$ cat config.mk
export PLATFORM = sky130hd
export DESIGN_NAME = fetch_stage_dual_pe
export DESIGN_NICKNAME = d
export VERILOG_FILES = /design/src/rtl/fetch_stage_dual_pe.sv
export SDC_FILE = /design/constraint.sdc
export NUM_CORES = 1
export LEC_CHECK = 0
export CAP_MARGIN = 20
export CORE_MARGIN = 5
export CORE_UTILIZATION = 49
export CTS_CLUSTER_DIAMETER = 120
export DETAILED_ROUTE_END_ITERATION = 6
export PLACE_DENSITY = 0.95
export SLEW_MARGIN = 20
export SYNTH_ARGS = -nofsm -noshare
export SYNTH_HDL_FRONTEND = slang
export SYNTH_SLANG_ARGS = --single-unit
$ cat constraint.sdc
create_clock -name i_clk -period 5.4 [get_ports i_clk]
set_input_delay 1.08 -clock i_clk [delete_from_list [all_inputs] [get_ports i_clk]]
set_output_delay 1.08 -clock i_clk [all_outputs]
set_load 0.05 [all_outputs]
$ cat src/rtl/fetch_stage_dual_pe.sv
// fetch_stage_dual_pe: two independent fetch lanes, each with its own PC and IF/ID register.
// Lane 2 starts in the upper half of the shared instruction store.
module fetch_lane #(
  parameter logic [31:0] PC_RESET  = 32'h0000_0000,
  parameter logic [31:0] NOP_INSTR = 32'h0000_0013
) (
  input  logic        i_clk,
  input  logic        i_rst_n,
  input  logic        i_stall_f,
  input  logic        i_stall_d,
  input  logic        i_flush_d,
  input  logic        i_pc_src_e,
  input  logic [31:0] i_pc_target_e,
  output logic [31:0] o_a,
  input  logic [31:0] i_rd,
  output logic [31:0] o_instr_d,
  output logic [31:0] o_pc_d,
  output logic [31:0] o_pc_plus4_d,
  output logic        o_valid_d
);
  logic [31:0] r_pc;
  logic [31:0] w_pc_plus4;
  assign w_pc_plus4 = r_pc + 32'd4;
  assign o_a        = r_pc;
  // A redirect also squashes the instruction fetched down the wrong path.
  always_ff @(posedge i_clk or negedge i_rst_n) begin
    if (!i_rst_n) begin
      r_pc          <= PC_RESET;
      o_instr_d     <= NOP_INSTR;
      o_pc_d        <= '0;
      o_pc_plus4_d  <= '0;
      o_valid_d     <= 1'b0;
    end else begin
      r_pc <= i_pc_src_e ? (i_pc_target_e & 32'hFFFF_FFFC) : i_stall_f ? r_pc : w_pc_plus4;
      if (i_flush_d || i_pc_src_e) begin
        o_instr_d    <= NOP_INSTR;
        o_pc_d       <= '0;
        o_pc_plus4_d <= '0;
        o_valid_d    <= 1'b0;
      end else if (!i_stall_d) begin
        o_instr_d    <= i_rd;
        o_pc_d       <= r_pc;
        o_pc_plus4_d <= w_pc_plus4;
        o_valid_d    <= 1'b1;
      end
    end
  end
endmodule

module fetch_stage_dual_pe #(
  parameter logic [31:0] PC1_RESET = 32'h0000_0000,
  parameter logic [31:0] PC2_RESET = 32'h0000_0800,
  parameter logic [31:0] NOP_INSTR = 32'h0000_0013
) (
  input  logic        i_clk,
  input  logic        i_rst_n,
  input  logic        i_stall_f1,
  input  logic        i_stall_d1,
  input  logic        i_flush_d1,
  input  logic        i_pc_src_e1,
  input  logic [31:0] i_pc_target_e1,
  output logic [31:0] o_a1,
  input  logic [31:0] i_rd1,
  output logic [31:0] o_instr_d1,
  output logic [31:0] o_pc_d1,
  output logic [31:0] o_pc_plus4_d1,
  output logic        o_valid_d1,
  input  logic        i_stall_f2,
  input  logic        i_stall_d2,
  input  logic        i_flush_d2,
  input  logic        i_pc_src_e2,
  input  logic [31:0] i_pc_target_e2,
  output logic [31:0] o_a2,
  input  logic [31:0] i_rd2,
  output logic [31:0] o_instr_d2,
  output logic [31:0] o_pc_d2,
  output logic [31:0] o_pc_plus4_d2,
  output logic        o_valid_d2
);
  fetch_lane #(.PC_RESET(PC1_RESET), .NOP_INSTR(NOP_INSTR)) u_lane1 (
    .i_clk(i_clk), .i_rst_n(i_rst_n),
    .i_stall_f(i_stall_f1), .i_stall_d(i_stall_d1), .i_flush_d(i_flush_d1),
    .i_pc_src_e(i_pc_src_e1), .i_pc_target_e(i_pc_target_e1),
    .o_a(o_a1), .i_rd(i_rd1),
    .o_instr_d(o_instr_d1), .o_pc_d(o_pc_d1), .o_pc_plus4_d(o_pc_plus4_d1), .o_valid_d(o_valid_d1)
  );
  fetch_lane #(.PC_RESET(PC2_RESET), .NOP_INSTR(NOP_INSTR)) u_lane2 (
    .i_clk(i_clk), .i_rst_n(i_rst_n),
    .i_stall_f(i_stall_f2), .i_stall_d(i_stall_d2), .i_flush_d(i_flush_d2),
    .i_pc_src_e(i_pc_src_e2), .i_pc_target_e(i_pc_target_e2),
    .o_a(o_a2), .i_rd(i_rd2),
    .o_instr_d(o_instr_d2), .o_pc_d(o_pc_d2), .o_pc_plus4_d(o_pc_plus4_d2), .o_valid_d(o_valid_d2)
  );
endmodule
Word level (Yosys, flattened, before mapping)
Index checks and enable logic that the tools add are counted.
W data, S select, Z words.
{ "totals": {"reg_bits": 258, "inputBits": 138, "output_inout_bits": 258, "elab_cells": 38} }
{ "classes": {"add_sub_neg": 2, "eq_ne": 4, "mux": 20, "n_reduce_logical": 2} }
{ "op_table": {"columns": ["cell", "count"], "rows": [
  ["$mux W32", 16],
  ["$add A32 B3 Y32 const B", 2],
  ["$ne A2 B1 Y1 const B", 4],
  ["$mux W1", 4],
  ["$logic_or A1 B1 Y1", 2]
]} }

Depth between registers and ports, before layout
{ "depth": {"ltp_word": 3, "depth_mapped": 8, "ltp_nobuf": 5} }

Modules after synthesis
Synthesis repeated with hierarchy kept, for this count alone.
{ "unflattened": {"cells_unflattened": 1077, "hier_area_um2": 11288.3} }
{ "by_module_without_submodules": {"columns": ["module", "instances", "cells_per_inst", "area_per_inst_um2", "seq_area_each_um2"], "rows": [
  ["fetch_lane (u_lane1)", 1, 567, 5769.3, 3081.7],
  ["fetch_lane (u_lane2)", 1, 510, 5519.0, 3083.0]
]} }

Worst setup path before layout
No wires, ideal clock.
{ "synth_path": {"path_type": "input to register", "start": "input i_stall_f1", "end": "register u_lane1.r_pc[26] (netlist: u_lane1.o_a[26])", "setup_time_ns": 0.082, "t_arrival_ns": 2.577, "slack_ns": 2.741, "cell_stages": 5, "path_buffers": 1, "cell_sequence": "nand4b_1 > or4_1 > buf_2 > or4_1 > a31oi_1"} }
{ "synth_between": {"elab_chain_len": 1} }
{ "synth_rtl": {"columns": ["item", "line", "rtl"], "rows": [
  ["start, declared", "57", "input logic i_stall_f1,"],
  ["$ne A2 B1 Y1 (no line)", null, null],
  ["end signal, assigned", "34", "r_pc <= i_pc_src_e ? (i_pc_target_e & 32'hFFFF_FFFC) : i_stall_f ? r_pc : w_pc_plus4;"],
  ["end, declared", "21", "logic [31:0] r_pc;"]
]} }
Every way passes these cells.
A chain may end at the register's enable or synchronous reset.

Worst setup path in the final report
{ "layout_path": {"start": "register u_lane2.r_pc[9] (netlist: u_lane2.o_a[9])", "end": "output o_a2[9]"} }
{ "layout_rtl": {"columns": ["item", "line", "rtl"], "rows": [
  ["start, declared", "21", null],
  ["start signal, assigned", "34", null],
  ["end, declared", "73", "output logic [31:0] o_a2,"]
]} }
No word-level cell between the ends.

==> run metrics <==
CTS Sinks around 250; vias in the first global route 11196; IO Pins between 300 and 400; Syn Std Cell Area 11500 sq um; EDFF count, synth 0; initial antenna violation count 1; post-synthesis cell type count 52; overall routing resource usage between 20% and 30%; first-pass GRT wire length between 60000 and 70000 microns; clk_skew around 13 ps; clock buffer depth 3; total of max-cap violations 0; Reg clk slew, reported paths roughly 60 ps; commonest cells after routing, fill and taps aside clkdlybuf4s50_1 (378), dfrtp_1 (239), nand2_1 (123); Min Hold Slack between 400 and 500 ps; Final Cycle Share ~60%; final setup violating endpoints 0; antenna cells 0; final hold violations 0; synthesized area per cell 10.2 sq um; Slowest cell on crit path clkdlybuf4s50_1; number of setup buffers added after CTS 0; Most used DFF post-synth dfrtp_1; relative slew slack around 37%; Setup TNS Final 0 ps; post-place setup slack between 1500 and 2000 ps; drt drc 0; DIE AREA 26500 sq um; GP Congestion approximately 0.9; Ys Warns 0; crit-path max cell delay between 900 and 1000 ps; Core Box Area 23300 sq um; drt via density roughly 6.3; Yosys reg bits about 250; largest net degree at the start of global routing approximately 110; worst-path cell chain clkdlybuf4s50_1; slew at the pin closest to its max-slew limit 942 ps; WL/cell roughly 23 microns; fin nets about 1600; cts-stage hold buffer count 0; DRT Pass-1 Iters 5; fill count 1587; Pwr per Cell Area between 300 and 400 nW/um^2; met1 WL ~14000 microns; final non-filler cell area 16200 sq um; fin. max-slew vios 0; port bufs 379; WL final 40400 microns; Highest Clock Rate between 0.3 and 0.4 GHz; Overflow after GRT 0; Initial Util between 40% and 50%; Area Overhead vs Synth 41.7%; H-Tree Depth 1; HP Class flip-flop to flip-flop; Register Area 6160 sq um; sequential fraction of the synthesis area a little over half; Multi-input gate area between 4000 and 5000 sq um; Syn Inst Count 1122; post_cts resized 0; critical path class flip-flop to output pin; commonest non-fill, non-tap cell in the layout clkdlybuf4s50_1; critical path arrival approximately 2200 ps; fin crit period 3240 ps; routed via count between 10000 and 15000; root buffer cell clkbuf_16; layout cells sized above 1 between 5 and 6%; Num CTS Buffers 27; CTS tree yes; leakage power total ~6.6 nW; critical path's top delay family buffers and inverters; met2 wire length between 15000 and 20000 microns; num rows 56; placed cell area around 15000 sq um; hpwl dp 27600 microns; WL met3 4730 microns; Setup crit end kind output pin; Crit path buffers/inverters 1; Iter 0 DRT Violations around 950; post-route ant nets 0; highest routed layer met5; Worst VDD drop about 0.00022 V; die width ~160 microns; die height about 160 microns; Post-synth ARST share 100%; critical path required time about 4300 ps; setup ws final 2160 ps; worst-skew pair later-pin latency between 500 and 600 ps; CP Launch Type flip-flop; RSZ-0062 raised after global routing no; status completed; critical path fanouts, max 13; Tot Pwr about 0.0050 W
[cells in the mapped netlist (6+ instances only)]
cell type,instances,area share (%)
dfrtp_1,239,52
nand2_1,123,4.0
a22o_1,109,8.3
clkbuf_1,89,2.9
o21ai_0,63,2.8
nand3_1,57,2.5
nor2_1,55,1.8
or4_1,53,3.5
xnor2_1,32,2.4
nand4_1,29,1.6
a31oi_1,28,1.5
o211ai_1,28,1.8
nor3_1,21,0.92
o31ai_1,19,1.2
xor2_1,17,1.3
buf_4,14,0.92
or3_1,14,0.76
buf_2,13,0.57
inv_1,10,0.33
and3_1,9,0.49
nor4_1,9,0.49
a221o_1,8,0.70
and4_1,7,0.53
dfstp_2,7,1.6
buf_1,6,0.20
o22a_1,6,0.46
or2_2,6,0.33
[state kept, by name, summed over array words and instances (netlist names)]
name,flops
u_lane1.o_a,30
u_lane1.o_pc_plus4_d,30
u_lane2.o_valid_d,1
u_lane2.o_pc_d,30
u_lane2.o_instr_d,32
u_lane2.o_a,30
u_lane1.o_pc_d,30
u_lane1.o_instr_d,32
u_lane2.o_pc_plus4_d,30
u_lane1.o_valid_d,1
[worst paths after layout]
| kind | cells past startpoint | from | slack (ps) | to |
|---|---|---|---|---|
| worst min-delay path | 2 | u_lane1.o_pc_d[23]$_DFFE_PN0P_ | 460 | u_lane1.o_pc_d[23]$_DFFE_PN0P_ |
| max in group asynchronous | 2 | i_rst_n | 3640 | u_lane2.o_pc_plus4_d[20]$_DFFE_PN0P_ |
| worst min register to register | 2 | u_lane1.o_pc_d[23]$_DFFE_PN0P_ | 460 | u_lane1.o_pc_d[23]$_DFFE_PN0P_ |
| worst max-delay path | 1 | u_lane2.o_a[9]$_DFFE_PN0N_ | 2160 | o_a2[9] |
| min in group asynchronous | 1 | i_rst_n | 520 | u_lane2.o_instr_d[31]$_DFFE_PN0P_ |
| worst max register to register | 4 | u_lane2.o_a[6]$_DFFE_PN0N_ | 2540 | u_lane2.o_a[22]$_DFFE_PN0N_ |
[per-layer routing]
layer  vias to the layer above  track usage (%)
met5                         -                0
met4                         2             13.2
met3                       175             8.35
met2                       806             50.0
met1                      5406             34.6
li1                       4764                -
[cell families (layout without fill, tap and decap cells)]
| logic type | Yosys count | count (layout) | synth area share (%) |
|---|---|---|---|
| other | 1 | 12 | 0.0327 |
| DFF | 246 | 246 | 53.8 |
| buffers and inverters | 135 | 453 | 5.04 |
| adders and majority gates | 2 | 2 | 0.218 |
| muxes | 2 | 2 | 0.175 |
| AOI/OAI and AO/OA | 279 | 279 | 18.2 |
| xor gates and xnor gates | 49 | 49 | 3.74 |
| and+or+nand+nor | 408 | 408 | 18.8 |
[power by group]
group	internal, W	switching, W	total (W)	leakage (nW)
clock	0.00118	0.000766	0.00195	0.459
combinational	0.000344	0.000627	0.000971	2.92
sequential	0.00194	0.000162	0.00210	3.23
[through the flow]
| step | cells | utilization (%) |
|---|---|---|
| global route | 1770 | 69.8 |
| floorplan | 1133 | - |
| CTS | 1770 | 69.8 |
| global placement | 1720 | 65.8 |
| finish | 1770 | 69.8 |
| detailed placement | 1720 | 65.8 |
[cell type report]
| type | instances | share of cell area [%] |
|---|---|---|
| Sequential cell | 246 | 38.0 |
| Multi-Input combinational cell | 752 | 29.4 |
| Inverter | 11 | 0.254 |
| Timing Repair Buffer | 392 | 24.1 |
| Tap cell | 319 | 2.46 |
| Clock inverter | 14 | 1.14 |
| Clock buffer | 36 | 4.68 |
(Power assumes the default switching activity.)
